<file path="src/rtl/fft_pkg.sv">
// Shared FFT constants, sample type and bit-reversal helper.
package fft_pkg;
  localparam int W     = 16;
  localparam int N     = 16;
  localparam int LOG2N = 4;

  typedef logic signed [W-1:0] sample_t;

  // Reverse the LOG2N-bit index (DIT input ordering).
  function automatic logic [LOG2N-1:0] bitrev4(input logic [LOG2N-1:0] idx);
    logic [LOG2N-1:0] r;
    for (int b = 0; b < LOG2N; b++) r[b] = idx[LOG2N-1-b];
    return r;
  endfunction
endpackage

</file>
<file path="src/rtl/fft16_frame_loader_if.sv">
// Sample stream in, parallel frame out, plus framing-error pulse.
interface fft16_frame_loader_if;
  import fft_pkg::*;
  logic             s_valid;
  logic             s_ready;
  logic [W-1:0]     s_re;
  logic [W-1:0]     s_im;
  logic             s_last;
  logic             m_valid;
  logic             m_ready;
  logic [N*W-1:0]   m_re;
  logic [N*W-1:0]   m_im;
  logic             err_frame;

  // Loader side.
  modport slave (input s_valid, s_re, s_im, s_last, m_ready,
                 output s_ready, m_valid, m_re, m_im, err_frame);
  // Producer / FFT side.
  modport master (output s_valid, s_re, s_im, s_last, m_ready,
                  input s_ready, m_valid, m_re, m_im, err_frame);
endinterface

</file>
<file path="src/rtl/fft_frame_bank.sv">
// N-slot complex register bank: one write port, all slots read flattened.
module fft_frame_bank import fft_pkg::*; (
  input  logic             clk,
  input  logic             rst_n,
  input  logic             we_i,
  input  logic [LOG2N-1:0] addr_i,
  input  sample_t          re_i,
  input  sample_t          im_i,
  output logic [N*W-1:0]   re_o,
  output logic [N*W-1:0]   im_o
);
  for (genvar k = 0; k < N; k++) begin : g_slot
    sample_t re_q, im_q;
    // Slot k captures the sample when addressed.
    always_ff @(posedge clk or negedge rst_n) begin
      if (!rst_n) begin
        re_q <= '0;
        im_q <= '0;
      end else if (we_i && addr_i == LOG2N'(k)) begin
        re_q <= re_i;
        im_q <= im_i;
      end
    end
    assign re_o[k*W +: W] = re_q;
    assign im_o[k*W +: W] = im_q;
  end
endmodule

</file>
<file path="src/rtl/fft16_frame_loader.sv">
// Ping-pong frame loader: samples stored bit-reversed, full frames shown in parallel.
module fft16_frame_loader import fft_pkg::*; (
  input logic                 clk,
  input logic                 rst_n,
  fft16_frame_loader_if.slave bus
);
  logic [LOG2N-1:0] cnt_q;
  logic             wbank_q, rbank_q, err_q;
  logic [1:0]       full_q;
  logic             acc, cons;
  logic [N*W-1:0]   bank_re [2];
  logic [N*W-1:0]   bank_im [2];

  assign bus.s_ready   = !full_q[wbank_q];
  assign bus.m_valid   = full_q[rbank_q];
  assign bus.err_frame = err_q;
  assign acc  = bus.s_valid && bus.s_ready;
  assign cons = bus.m_valid && bus.m_ready;

  // Writes only ever land in the non-full write bank, so the read bank stays stable.
  for (genvar b = 0; b < 2; b++) begin : g_bank
    fft_frame_bank u_bank (
      .clk   (clk),
      .rst_n (rst_n),
      .we_i  (acc && (wbank_q == 1'(b))),
      .addr_i(bitrev4(cnt_q)),
      .re_i  (bus.s_re),
      .im_i  (bus.s_im),
      .re_o  (bank_re[b]),
      .im_o  (bank_im[b])
    );
  end

  assign bus.m_re = bank_re[rbank_q];
  assign bus.m_im = bank_im[rbank_q];

  // Frame counter, bank pointers, full flags and framing-error pulse.
  // Completion and consume always hit different banks, so both may apply at once.
  always_ff @(posedge clk or negedge rst_n) begin
    if (!rst_n) begin
      cnt_q   <= '0;
      wbank_q <= 1'b0;
      rbank_q <= 1'b0;
      full_q  <= 2'b00;
      err_q   <= 1'b0;
    end else begin
      err_q <= 1'b0;
      if (cons) begin
        full_q[rbank_q] <= 1'b0;
        rbank_q         <= ~rbank_q;
      end
      if (acc) begin
        if (cnt_q == LOG2N'(N-1)) begin
          full_q[wbank_q] <= 1'b1;
          wbank_q         <= ~wbank_q;
          cnt_q           <= '0;
          err_q           <= !bus.s_last;
        end else if (bus.s_last) begin
          cnt_q <= '0;          // early last: drop the partial frame
          err_q <= 1'b1;
        end else begin
          cnt_q <= cnt_q + 1'b1;
        end
      end
    end
  end
endmodule

</file>
<file path="src/flat_wrapper.sv">
// flat-port wrapper written by rule: the top's interface ports become plain ports
module fft16_frame_loader_flat import fft_pkg::*;
  (clk, rst_n, bus_s_valid, bus_s_re, bus_s_im, bus_s_last, bus_m_ready, bus_s_ready, bus_m_valid, bus_m_re, bus_m_im, bus_err_frame);
  fft16_frame_loader_if bus_i ();
  input logic clk;
  input logic rst_n;
  input wire logic [$bits(bus_i.s_valid)-1:0] bus_s_valid;
  input wire logic [$bits(bus_i.s_re)-1:0] bus_s_re;
  input wire logic [$bits(bus_i.s_im)-1:0] bus_s_im;
  input wire logic [$bits(bus_i.s_last)-1:0] bus_s_last;
  input wire logic [$bits(bus_i.m_ready)-1:0] bus_m_ready;
  output wire logic [$bits(bus_i.s_ready)-1:0] bus_s_ready;
  output wire logic [$bits(bus_i.m_valid)-1:0] bus_m_valid;
  output wire logic [$bits(bus_i.m_re)-1:0] bus_m_re;
  output wire logic [$bits(bus_i.m_im)-1:0] bus_m_im;
  output wire logic [$bits(bus_i.err_frame)-1:0] bus_err_frame;
  assign bus_i.s_valid = bus_s_valid;
  assign bus_i.s_re = bus_s_re;
  assign bus_i.s_im = bus_s_im;
  assign bus_i.s_last = bus_s_last;
  assign bus_i.m_ready = bus_m_ready;
  assign bus_s_ready = bus_i.s_ready;
  assign bus_m_valid = bus_i.m_valid;
  assign bus_m_re = bus_i.m_re;
  assign bus_m_im = bus_i.m_im;
  assign bus_err_frame = bus_i.err_frame;
  fft16_frame_loader u_core (.clk(clk), .rst_n(rst_n), .bus(bus_i));
endmodule
</file>
<file path="config.mk">
export PLATFORM = sky130hd
export DESIGN_NAME = fft16_frame_loader_flat
export DESIGN_NICKNAME = d
export VERILOG_FILES = /design/src/rtl/fft_pkg.sv /design/src/rtl/fft16_frame_loader_if.sv /design/src/rtl/fft_frame_bank.sv /design/src/rtl/fft16_frame_loader.sv /design/src/flat_wrapper.sv
export SDC_FILE = /design/constraint.sdc
export NUM_CORES = 1
export LEC_CHECK = 0
export ABC_AREA = 1
export CORE_ASPECT_RATIO = 0.75
export CORE_MARGIN = 3
export CORE_UTILIZATION = 50
export CTS_BUF_LIST = sky130_fd_sc_hd__clkbuf_4
export DETAILED_ROUTE_END_ITERATION = 8
export MAX_ROUTING_LAYER = met4
export PLACE_DENSITY = 0.72
export SETUP_SLACK_MARGIN = 0.15
export SYNTH_ARGS = -nofsm -noshare
export SYNTH_HDL_FRONTEND = slang
export SYNTH_HIERARCHICAL = 1
export SYNTH_SLANG_ARGS = --single-unit
</file>
<file path="constraint.sdc">
create_clock -name clk -period 2 [get_ports clk]
set_input_delay 0.3 -clock clk [delete_from_list [all_inputs] [get_ports clk]]
set_output_delay 0.3 -clock clk [all_outputs]
set_load 0.02 [all_outputs]
</file>
==> run metrics <==
result of the run=complete, but fails checks; failing checks=setup timing; Largest stage delay, worst path=0.56 ns; library cell with the highest instance count after synthesis=sky130_fd_sc_hd__nand2_1; EDFF count, synth=0; number of global-route vias before repair=43.4k; insertion delay of the later-clocked pin in the worst-skew pair=1.19 ns; share of the yosys chip area belonging to registers=0.543; synthesized net count=6,461; DP Worst Slack=-0.343 ns; total of buffers placed on input and output ports=roughly 550; YS warnings=6; length of the first detailed-routing pass in iterations=6; worst hold slack across all endpoints=0.139 ns; master cell of the clock root buffer=sky130_fd_sc_hd__clkbuf_4; P&R area growth vs syn=25.8%; Post-Syn Instances=about 6.4k; cell repeated most along the worst path=sky130_fd_sc_hd__nand2_1; clock input transition at the sequential cells of the worst setup and hold paths=0.07 ns; CTS buffer count=282; total leakage power=0.0372 uW; core box area=roughly 94,000 um2; unrepaired setup endpoints after global routing=true; Starting Density=0.507; type of destination of the critical path=output port; class of the worst hold path=primary input to flip-flop; reported max-cap violation count=0; DR vias=45.6k; synthesized cell area=47,600 um2; CP Data Required Time=1.70 ns; proportion of register bits with asynchronous set or reset after synthesis=1.00; nets@finish=roughly 7.1k; layout cells sized above 1=0.143; Max IR drop VDD=0.748 mV; largest cells by area after synthesis=sky130_fd_sc_hd__dfrtp_1 (54%), sky130_fd_sc_hd__nand2_1 (34%), sky130_fd_sc_hd__nand4_1 (3.4%); critical path fanouts, max=9; height of the chip=273 um; Antenna Violating Nets Remaining=0; cells along the critical path=clkinv_8 > buf_16 > buf_6 > nand2_1 > nand2_1 > clkdlybuf4s15_2; Global Route Usage Sum=0.349; routed length per instance=a little over 20 um; sum of routed wire length over all layers=173 mm; cell with the largest stage delay on the worst path=sky130_fd_sc_hd__dfrtp_4; hold violation count in the final report=0; average vias per placed instance=5.40; I/O pin total=552; r2r worst-path depth=6; minimum period implied by the final worst setup slack=between 3 and 4 ns; critical path arrival=roughly 2.7 ns; top cell type's share of synthesized area=0.543; post-route total power=between 50,000 and 60,000 uW; number of flip-flops and latches in the synthesized netlist=1,033; estimated wirelength of the detail-placed design=~110 mm; dominant register cell in the synthesized netlist=sky130_fd_sc_hd__dfrtp_1; H-tree levels=5; relative slew slack=0.509; final worst path period share=1.52; sum of negative setup slack=-472.36 ns; maximum root-to-sink buffer count=4; worst setup path class=flip-flop to output port; skew final=0.0594 ns; actual slew at the worst max-slew pin=between 0.7 and 0.8 ns; iteration-0 DRC count of the detailed router=5,044; global route overflow=0; number of antenna violations at the first check in global routing=6; P per Cell Area=just over 900 nW/um2; top cells by instance count after synthesis=sky130_fd_sc_hd__nand2_1 (4,270), sky130_fd_sc_hd__dfrtp_1 (1,033), sky130_fd_sc_hd__clkbuf_1 (291), sky130_fd_sc_hd__nand4_1 (257), sky130_fd_sc_hd__buf_2 (201); endpoints failing setup=515; sort of element at the start of the critical path=flip-flop; count of cell types in the netlist=19; syn avg cell area=7.41 um2; area of the die=98,900 um2; sinks on the clock net=1,033; least setup slack across all paths after layout=-1.03 ns; Highest Clock Rate=330 MHz; placer's final routability congestion estimate=0.859; setup slack of the worst register-to-register path=0.07 ns; clock tree from TritonCTS=done; largest area contributor in the netlist=sky130_fd_sc_hd__dfrtp_1; Remaining DRCs=0; wire length of the first global-routing pass=259 mm; pin count of the biggest net entering global routing=108; instance count along the most critical hold path=4; Die X=around 360 um; number of max-slew violations in the final report=0; number of placement rows=slightly below 100
-- kinds of logic (layout without fill, tap and decap cells) --
family                     count (synthesis)  count (layout)  synth area share
AOI/OAI and AO/OA                        136             136            0.0211
other                                      0               6                 0
xor gates and xnor gates                   1               1          0.000184
adders and majority gates                  1               1          0.000263
and+or+nand+nor                         4593            4593             0.377
DFF                                     1033            1033             0.543
buffers and inverters                    659            1435            0.0583
-- placed cells by master (no fill, tap or decap), drive strengths merged, types with 5 or more instances in the layout --
master / count
clkinv: 37
o21ai: 5
nand4: 257
nor2: 46
clkdlybuf4s15: 35
clkbuf: 573
inv: 151
buf: 340
dfrtp: 1033
nand2: 4270
clkdlybuf4s50: 30
nand3: 20
dlygate4sd3: 37
diode: 6
o21bai: 128
dlymetal6s2s: 231
-- cell type report --
class	count	area, um2
sequential	1033	25900
tap	1237	1550
timing repair buffer	860	9620
clock buffer	386	2900
multi-input combinational	4731	19200
antenna	6	15.0
fill	8023	34000
inverter	150	576
clock inverter	39	176
-- power by group --
group	leakage (uW)	internal, uW	switching (uW)
clock	0.00186	8910	8610
combinational	0.0219	3760	7100
sequential	0.0134	24900	2200
-- state kept, by name (all words and copies together), names as in the netlist --
signal and flops:
u_core/g_bank.u_bank/g_slot.re_q 512, u_core/wbank_q 1, u_core/rbank_q 1, u_core/full_q 2, u_core/bus.err_frame 1, u_core/cnt_q 4, u_core/g_bank.u_bank/g_slot.im_q 512
-- critical path, delay by kind of cell, from the launching register on --
family                 cells  cell delay (ns)
flip-flops                 1             0.56
AND/OR/NAND/NOR            2             0.20
buffers and inverters      4             0.78
-- through the flow --
step | cell area [um2] | std cells | utilization
after global routing | 59900 | 8439 | 0.638
after CTS | 59600 | 8420 | 0.636
final | 59900 | 8442 | 0.638
after detailed placement | 56200 | 7956 | 0.599
after global placement | 56200 | 7956 | 0.599
after floorplan | 47600 | 6423 | -
-- path summary, 6_finish.rpt --
kind | start | to
worst min register to register | u_core/g_bank[1].u_bank/g_slot[13].re_q[8] | u_core/g_bank[1].u_bank/g_slot[13].re_q[8]
worst max register to register | u_core/cnt_q[3] | u_core/g_bank[0].u_bank/g_slot[15].re_q[12]
max in group asynchronous | rst_n | u_core/g_bank[1].u_bank/g_slot[15].re_q[1]
min in group asynchronous | rst_n | u_core/g_bank[0].u_bank/g_slot[15].im_q[5]
worst min-delay path | bus_s_re[15] | u_core/g_bank[1].u_bank/g_slot[15].re_q[15]
worst max-delay path | u_core/rbank_q | bus_m_re[121]
-- repair_timing --
action                     in CTS  in global routing
setup buffers                   0                  2
hold buffers                   38                  0
setup endpoints to repair     605               1436
gates resized for setup       362                768
gates cloned                    1                 14
pin swaps                       0                  1
hold endpoints to repair     2063                  0
-- metal layers --
| metal | vias to the layer above | wire length (um) | global-route usage |
|---|---|---|---|
| li1 | 20900 | - | - |
| met1 | 21600 | 71700 | 0.479 |
| met2 | 2689 | 75500 | 0.501 |
| met3 | 412 | 18900 | 0.0791 |
| met4 | 0 | 6780 | 0.151 |
| met5 | - | 0 | - |
Note: power is estimated with default switching activity, not from simulation.
